`src/rtl/axis_usb_packetizer_if.sv`:
```
// axis_usb_packetizer_if: byte-wide AXI-Stream bundle with master/slave views
interface axis_usb_packetizer_if;
    logic       tvalid;
    logic       tready;
    logic [7:0] tdata;
    logic       tlast;
    modport master (output tvalid, output tdata, output tlast, input tready);
    modport slave  (input tvalid, input tdata, input tlast, output tready);
endinterface

```
`src/rtl/axis_usb_packetizer.sv`:
```
// axis_usb_packetizer: cuts a byte stream into USB bulk-IN packets on size, upstream tlast, idle timeout or flush
module axis_usb_packetizer #(
    parameter int MAX_PACKET    = 512,
    parameter int TIMEOUT       = 1024,
    parameter int RESPECT_TLAST = 1
) (
    input  logic                         sys_clk,
    input  logic                         reset_n,
    input  logic                         flush_i,
    axis_usb_packetizer_if.slave         s_axis,
    axis_usb_packetizer_if.master        m_axis,
    output logic                         pkt_done_o,
    output logic                         timeout_o
);
    localparam int CW = $clog2(MAX_PACKET) + 1;
    localparam int TW = (TIMEOUT > 0) ? $clog2(TIMEOUT + 1) : 1;

    typedef enum logic {EMPTY, HOLD} state_t;

    state_t        r_state;
    state_t        w_state_nx;
    logic [7:0]    r_h_data;
    logic          r_h_tlast;
    logic [CW-1:0] r_byte_cnt;
    logic [TW-1:0] r_idle_cnt;
    logic          r_o_valid;
    logic [7:0]    r_o_data;
    logic          r_o_last;
    logic          r_pkt_done;
    logic          r_timeout;

    logic w_h_valid, w_o_free, w_cnt_end, w_tl_end, w_to_hit, w_end;
    logic w_h_to_o, w_s_ready, w_accept;

    assign w_h_valid = (r_state == HOLD);
    assign w_o_free  = ~r_o_valid | m_axis.tready;
    assign w_cnt_end = (r_byte_cnt == CW'(MAX_PACKET - 1));
    assign w_tl_end  = (RESPECT_TLAST != 0) & r_h_tlast;
    assign w_to_hit  = (TIMEOUT != 0) & (r_idle_cnt == TW'(TIMEOUT));
    assign w_end     = w_cnt_end | w_tl_end | w_to_hit | flush_i;
    // the held byte only moves once we know whether it closes the packet
    assign w_h_to_o  = w_h_valid & w_o_free & (s_axis.tvalid | w_end);
    assign w_s_ready = reset_n & (~w_h_valid | w_h_to_o);
    assign w_accept  = s_axis.tvalid & w_s_ready;

    assign s_axis.tready = w_s_ready;
    assign m_axis.tvalid = r_o_valid;
    assign m_axis.tdata  = r_o_data;
    assign m_axis.tlast  = r_o_last;
    assign pkt_done_o    = r_pkt_done;
    assign timeout_o     = r_timeout;

    always_comb begin
        w_state_nx = w_accept ? HOLD : (w_h_to_o ? EMPTY : r_state);
    end

    always_ff @(posedge sys_clk) begin
        if (!reset_n) begin
            r_state    <= EMPTY;
            r_h_data   <= '0;
            r_h_tlast  <= 1'b0;
            r_byte_cnt <= '0;
            r_idle_cnt <= '0;
            r_o_valid  <= 1'b0;
            r_o_data   <= '0;
            r_o_last   <= 1'b0;
            r_pkt_done <= 1'b0;
            r_timeout  <= 1'b0;
        end else begin
            r_state <= w_state_nx;
            if (w_accept) begin
                r_h_data  <= s_axis.tdata;
                r_h_tlast <= s_axis.tlast;
            end
            if (w_h_to_o) begin
                r_o_valid  <= 1'b1;
                r_o_data   <= r_h_data;
                r_o_last   <= w_end;
                r_byte_cnt <= w_end ? '0 : r_byte_cnt + CW'(1);
            end else if (m_axis.tready) begin
                r_o_valid <= 1'b0;
            end
            // idle time keeps accruing under back-pressure so a stalled timeout fires once O frees
            r_idle_cnt <= (w_accept | w_h_to_o | ~w_h_valid) ? '0 :
                          (r_idle_cnt == TW'(TIMEOUT)) ? r_idle_cnt : r_idle_cnt + TW'(1);
            r_timeout  <= w_h_to_o & w_to_hit & ~(w_cnt_end | w_tl_end | flush_i);
            r_pkt_done <= r_o_valid & m_axis.tready & r_o_last;
        end
    end
endmodule

```
`src/flat_wrapper.sv`:
```
// flat-port wrapper written by rule: the top's interface ports become plain ports
module axis_usb_packetizer_flat 
#(
    parameter int MAX_PACKET    = 512,
    parameter int TIMEOUT       = 1024,
    parameter int RESPECT_TLAST = 1
)
  (sys_clk, reset_n, flush_i, pkt_done_o, timeout_o, s_axis_tvalid, s_axis_tdata, s_axis_tlast, s_axis_tready, m_axis_tvalid, m_axis_tdata, m_axis_tlast, m_axis_tready);
  axis_usb_packetizer_if s_axis_i ();
  axis_usb_packetizer_if m_axis_i ();
  input  logic sys_clk;
  input  logic reset_n;
  input  logic flush_i;
  output logic pkt_done_o;
  output logic timeout_o;
  input wire logic [$bits(s_axis_i.tvalid)-1:0] s_axis_tvalid;
  input wire logic [$bits(s_axis_i.tdata)-1:0] s_axis_tdata;
  input wire logic [$bits(s_axis_i.tlast)-1:0] s_axis_tlast;
  output wire logic [$bits(s_axis_i.tready)-1:0] s_axis_tready;
  output wire logic [$bits(m_axis_i.tvalid)-1:0] m_axis_tvalid;
  output wire logic [$bits(m_axis_i.tdata)-1:0] m_axis_tdata;
  output wire logic [$bits(m_axis_i.tlast)-1:0] m_axis_tlast;
  input wire logic [$bits(m_axis_i.tready)-1:0] m_axis_tready;
  assign s_axis_i.tvalid = s_axis_tvalid;
  assign s_axis_i.tdata = s_axis_tdata;
  assign s_axis_i.tlast = s_axis_tlast;
  assign s_axis_tready = s_axis_i.tready;
  assign m_axis_tvalid = m_axis_i.tvalid;
  assign m_axis_tdata = m_axis_i.tdata;
  assign m_axis_tlast = m_axis_i.tlast;
  assign m_axis_i.tready = m_axis_tready;
  axis_usb_packetizer #(.MAX_PACKET(MAX_PACKET), .TIMEOUT(TIMEOUT), .RESPECT_TLAST(RESPECT_TLAST)) u_core (.sys_clk(sys_clk), .reset_n(reset_n), .flush_i(flush_i), .s_axis(s_axis_i), .m_axis(m_axis_i), .pkt_done_o(pkt_done_o), .timeout_o(timeout_o));
endmodule
```
`config.mk`:
```
export PLATFORM = sky130hd
export DESIGN_NAME = axis_usb_packetizer_flat
export DESIGN_NICKNAME = d
export VERILOG_FILES = /design/src/rtl/axis_usb_packetizer_if.sv /design/src/rtl/axis_usb_packetizer.sv /design/src/flat_wrapper.sv
export SDC_FILE = /design/constraint.sdc
export NUM_CORES = 1
export LEC_CHECK = 0
export CORE_ASPECT_RATIO = 0.8
export CORE_MARGIN = 5
export CORE_UTILIZATION = 50
export CTS_CLUSTER_SIZE = 14
export DETAILED_ROUTE_END_ITERATION = 10
export PLACE_DENSITY = 0.82
export SKIP_CTS_REPAIR_TIMING = 1
export SYNTH_ARGS = -nofsm -noshare
export SYNTH_HDL_FRONTEND = slang
export SYNTH_SLANG_ARGS = --single-unit
```
`constraint.sdc`:
```
create_clock -name sys_clk -period 2.2 [get_ports sys_clk]
set_clock_uncertainty 0.1 [all_clocks]
set_input_delay 0.33 -clock sys_clk [delete_from_list [all_inputs] [get_ports sys_clk]]
set_output_delay 0.33 -clock sys_clk [all_outputs]
set_load 0.02 [all_outputs]
```
---- After elaboration in Yosys (flattened, before gate mapping) ----
Cells that the tools add are included.
cells by class
  add/subtract/negate cells ............... 2
  equality and inequality tests ........... 2
  mux-type cells .......................... 5
  bitwise logic cells ..................... 21
  reduce and logical (&&, ||, !) cells .... 3
operator list
  kind                                                                     number
  11-bit by 1-bit adder with 11-bit output (second input constant)         1
  11-bit equality test (second input constant)                             1
  10-bit by 1-bit adder with 10-bit output (second input constant)         1
  10-bit by 9-bit equality test with 1-bit output (second input constant)  1
  10-bit 2-to-1 mux                                                        1
  1-bit bitwise OR                                                         9
  1-bit bitwise AND                                                        8
  1-bit 2-to-1 mux                                                         4
  1-bit inverter                                                           4
  2-bit nonzero test                                                       2
  2-bit OR reduction                                                       1
word-level totals
  register bits ........................... 43
  input port bits ......................... 14
  output and inout port bits .............. 13
  logic and storage cells ................. 43

---- Logic depth before layout (Yosys ltp) ----
  word-level depth ........................ 12
  gate-level depth with buffers ........... 9
  gate-level depth less buffers ........... 7

---- Least setup slack after synthesis ----
OpenSTA, ideal clock, no wires.
  path type ............................... reg2out
  start point ............................. reg u_core.r_byte_cnt[0]
  end point ............................... out s_axis_tready
  data arrival time ....................... 1.825 ns
  required time ........................... 1.770 ns
  path slack .............................. -0.055 ns
  stages on the path, launching flop included .. 7
  path buffers ............................ 1
  cells stage by stage .................... dfxtp_1 > ha_1 > nand3_1 > o41a_1 > a21o_1 > clkbuf_1 > a21boi_1
on the way
  longest elaborated chain between the ends .. 8
RTL lines
  item                                             RTL line                   source
  start, declared                                  axis_usb_packetizer.sv:24  logic [CW-1:0] r_byte_cnt;
  start signal, assigned                           axis_usb_packetizer.sv:79  r_byte_cnt <= w_end ? '0 : r_byte_cnt + CW'(1);
  10-bit by 9-bit equality test with 1-bit output  axis_usb_packetizer.sv:37  assign w_cnt_end = (r_byte_cnt == CW'(MAX_PACKET - 1));
  1-bit bitwise OR (3 in series)                   axis_usb_packetizer.sv:40  assign w_end = w_cnt_end | w_tl_end | w_to_hit | flush_i;
  1-bit bitwise OR                                 axis_usb_packetizer.sv:42  assign w_h_to_o = w_h_valid & w_o_free & (s_axis.tvalid | w_end);
  1-bit bitwise AND                                axis_usb_packetizer.sv:42
  1-bit bitwise OR                                 axis_usb_packetizer.sv:43  assign w_s_ready = reset_n & (~w_h_valid | w_h_to_o);
  1-bit bitwise AND                                axis_usb_packetizer.sv:43
  end, declared                                    flat_wrapper.sv:19         output wire logic [$bits(s_axis_i.tready)-1:0] s_axis_tready;
No other way between the ends.

---- Final worst setup path ----
  start point ............................. reg u_core.r_byte_cnt[0]
  end point ............................... reg u_core.r_byte_cnt[7]
on the way
  longest elaborated chain between the ends .. 6
  elaborated cells between the ends (all ways) .. 8
  classes of those cells .................. add/sub: 1; eq/ne: 1; mux: 1; bitwise: 5
RTL lines
  item                                             RTL line
  10-bit by 9-bit equality test with 1-bit output  axis_usb_packetizer.sv:37
  1-bit bitwise OR (3 in series)                   axis_usb_packetizer.sv:40
  1-bit bitwise OR                                 axis_usb_packetizer.sv:42
  1-bit bitwise AND                                axis_usb_packetizer.sv:42
Parallel ways exist; a longest one is shown, timed or not.
A chain may end at the register's enable or synchronous reset.

==> results.md <==
- Status: complete, no violations
- DRC: 0
- Worst setup EP type: flop
- Fillers: 274
- Ys async rst share: 0
- Critical path class: flop to flop
- Primary FF master, synth: dfxtp_1
- HP Class: flop to flop
- Leakage: 0.8880 nW
- Iteration-0 DRC Markers: 85
- Clk buf depth: 2
- Max IR drop VDD: about 370 uV
- Placed Instance Area: 2233 um^2
- CTS tree: done
- Worst-path fanout max: 32
- Die area: 4774 um^2
- Worst hold path startpoint: u_core.r_h_data[1]$_SDFFE_PN0P_
- Share of cells above drive strength 1: 0.1922
- GP Congestion: 0.8598
- H-tree Lvls: 2
- R2r setup slk: 0.003 ns
- Nets: 271
- Detailed Routing Iterations Pass 1: 4
- Synth cell types: 32
- Register Area: 867.1 um^2
- Gr usage total: 0.1781
- Syn Std Cell Area: 1743 um^2
- Crit path depth: 7
- Clk slew on worst S/H paths: 0.08 ns
- Critical Path Source Type: flop
- Num rows: 19
- Most instantiated cells after synthesis: dfxtp_1 (43), nand2_1 (28), nand3_1 (21)
- Worst r2r path cells: 7
- Crit path required time: 2.33 ns
- FF+latch count, synth: 43
- DP Wirelength: between 2000 and 3000 um
- Total routed wirelength: 4167 um
- Effective utilization at floorplan: 0.5127
- Initial antenna violation count: 0
- Pin count of the biggest net entering global routing: 33
- Vias/cell: 5.253
- Count leader, synth: dfxtp_1
- Worst path bufs/invs: 1
- Hold Slack: 0.3542 ns
- Num CTS Buffers: 5
- Die span in y: 62.81 um
- Syn nets: approximately 220
- Yosys warning count: 0
- Reg2reg start: u_core.r_byte_cnt[0]$_SDFFE_PN0P_
- Top cell type's share of synthesized area: 0.4939
- Tot Pwr: 1.553 mW
- IO Port Bufs: 26
- Critical-path cell list: ha_4 -> nand3_2 -> o41a_1 -> a21o_1 -> buf_8 -> or4_4 -> a21oi_2
- Area of the multi-input gates: slightly below 900 um^2
- Final antenna-violating net count: 0
- Critical-path top delay cell: or4_4
- Worst Max-Slew Pin Slew: 0.4435 ns
- Slowest stage delay, CP: 0.54 ns
- CP arrival: between 2 and 2.5 ns
- Synth area leader: dfxtp_1
- Number of synthesized flops with an enable pin: 0
- Routed len/inst: approximately 14 um
- Largest cells by area after synthesis: dfxtp_1 (49%), nand2_1 (6.0%), nand3_1 (6.0%)
- Die X: 76.01 um
- Synth-to-Final Area Change: 37.40%
- Slew Viols, Final: 0
- RSZ-0062 raised after global routing: true
- First-pass GRT wire length: 6879 um
- Clock latency on the worst-skew pair: 0.30 ns
- Hold Violations, Final: 0
- Hold endpoint: u_core.m_axis.tdata[1]$_SDFFE_PN0P_
- Post-synthesis average cell area: 8.628 um^2
- Gate Count Post-Synth: approximately 200
- Fmax: 0.4552 GHz
- Grt total ovfl: 0
- CTS sink count: 43
- Rel. slew slack: 0.7036
- Critical R2R Capture: u_core.r_byte_cnt[7]$_SDFFE_PN0P_
- Placeable Area: 3400 um^2
- ANT cells: 0
- PwrDens: 648.6 nW/um^2
- Final period utilization: 0.9985
- I/O pin cnt: 27
- Max-Cap Viols: 0
- Via Count: around 1600
- Final instance area: 2395 um^2
- Sequential area share after synthesis: 0.4939
- Final setup viols: 0
- CP delay by family, top: compound AO/OA/AOI/OAI gates
- Vias in the first global route: 1481
- Hold depth: 2
- Root Driver: clkbuf_8
- Min Clock Period, post-route: around 2.2 ns
==> per-stage QoR <==
stage	setup TNS, ns	util	worst slack (ns)	cells
finish	0	0.7045	0.003367	297
global route	-0.2360	0.7045	-0.09478	297
CTS	-0.6367	0.6875	-0.4990	297
detailed placement	-0.2771	0.6570	-0.1583	289
global placement	-0.1726	0.6570	-0.1390	289
floorplan	0	-	0.04578	202
==> flip-flops by register name, indices dropped and copies added (netlist names) <==
| register | count |
|---|---|
| u_core.r_idle_cnt | 11 |
| u_core.r_byte_cnt | 10 |
| u_core.m_axis.tdata | 8 |
| u_core.r_h_data | 8 |
| u_core.m_axis.tlast | 1 |
| u_core.m_axis.tvalid | 1 |
| u_core.pkt_done_o | 1 |
| u_core.r_h_tlast | 1 |
| u_core.r_state | 1 |
| u_core.timeout_o | 1 |
==> report_power, final <==
group / total, mW / internal [mW] / leakage, nW / switching (mW)
Sequential: 0.817 / 0.804 / 0.351 / 0.0127
Combinational: 0.177 / 0.0833 / 0.486 / 0.0935
Clock: 0.560 / 0.285 / 0.0505 / 0.274
Total: 1.55 / 1.17 / 0.888 / 0.380
==> metal layers <==
| metal | track usage | routed length [um] | up-vias |
|---|---|---|---|
| met4 | 0.1044 | 74 | 0 |
| met3 | 0.03746 | 184 | 6 |
| met1 | 0.2297 | 2042 | 706 |
| li1 | - | - | 817 |
| met2 | 0.2724 | 1866 | 31 |
| met5 | 0 | 0 | - |
==> cells in the final DEF (no fill, tap or decap), types with 7 or more instances in the layout <==
cell type        instances
buf_4                   27
dfxtp_1                 40
clkdlybuf4s50_1         25
nand3_1                 20
o21ai_0                  8
o21ai_1                 13
xor2_1                   8
nand2_1                 28
nor2_1                  15
a21oi_1                  8
clkbuf_8                 7
==> logic make-up (layout without fill, tap and decap cells) <==
group / Yosys count / after routing / synth area share
AND/OR/NAND/NOR: 88 / 88 / 0.2491
AO/OA/AOI/OAI: 43 / 43 / 0.1457
flip-flops: 43 / 43 / 0.4939
buffers and inverters: 13 / 66 / 0.02943
XOR/XNOR: 12 / 12 / 0.06030
adder cells (fa/ha/maj): 3 / 3 / 0.02154
==> tightest hold or removal path: stages (launching register included) <==
cell     delay [ns]
dfxtp_1        0.30
nand2_1        0.06
o21ai_1        0.05
==> final cells by class <==
| type | count | share of cell area |
|---|---|---|
| clock buffer | 7 | 0.04023 |
| timing repair buffer | 54 | 0.2001 |
| sequential | 43 | 0.3621 |
| clock inverter | 1 | 0.003135 |
| inverter | 4 | 0.006270 |
| multi-input combinational | 146 | 0.3662 |
| tap | 42 | 0.02194 |
==> worst max path at each step <==
stage / from / end
finish: u_core.r_byte_cnt[0]$_SDFFE_PN0P_ / u_core.r_byte_cnt[7]$_SDFFE_PN0P_
global route: u_core.r_idle_cnt[4]$_SDFFE_PP0N_ / u_core.r_byte_cnt[7]$_SDFFE_PN0P_
CTS: u_core.r_byte_cnt[0]$_SDFFE_PN0P_ / s_axis_tready
detailed placement: u_core.r_byte_cnt[0]$_SDFFE_PN0P_ / s_axis_tready
global placement: m_axis_tready / s_axis_tready
floorplan: u_core.r_byte_cnt[0]$_SDFFE_PN0P_ / s_axis_tready
No activity file was read; power rests on OpenSTA's default activity.
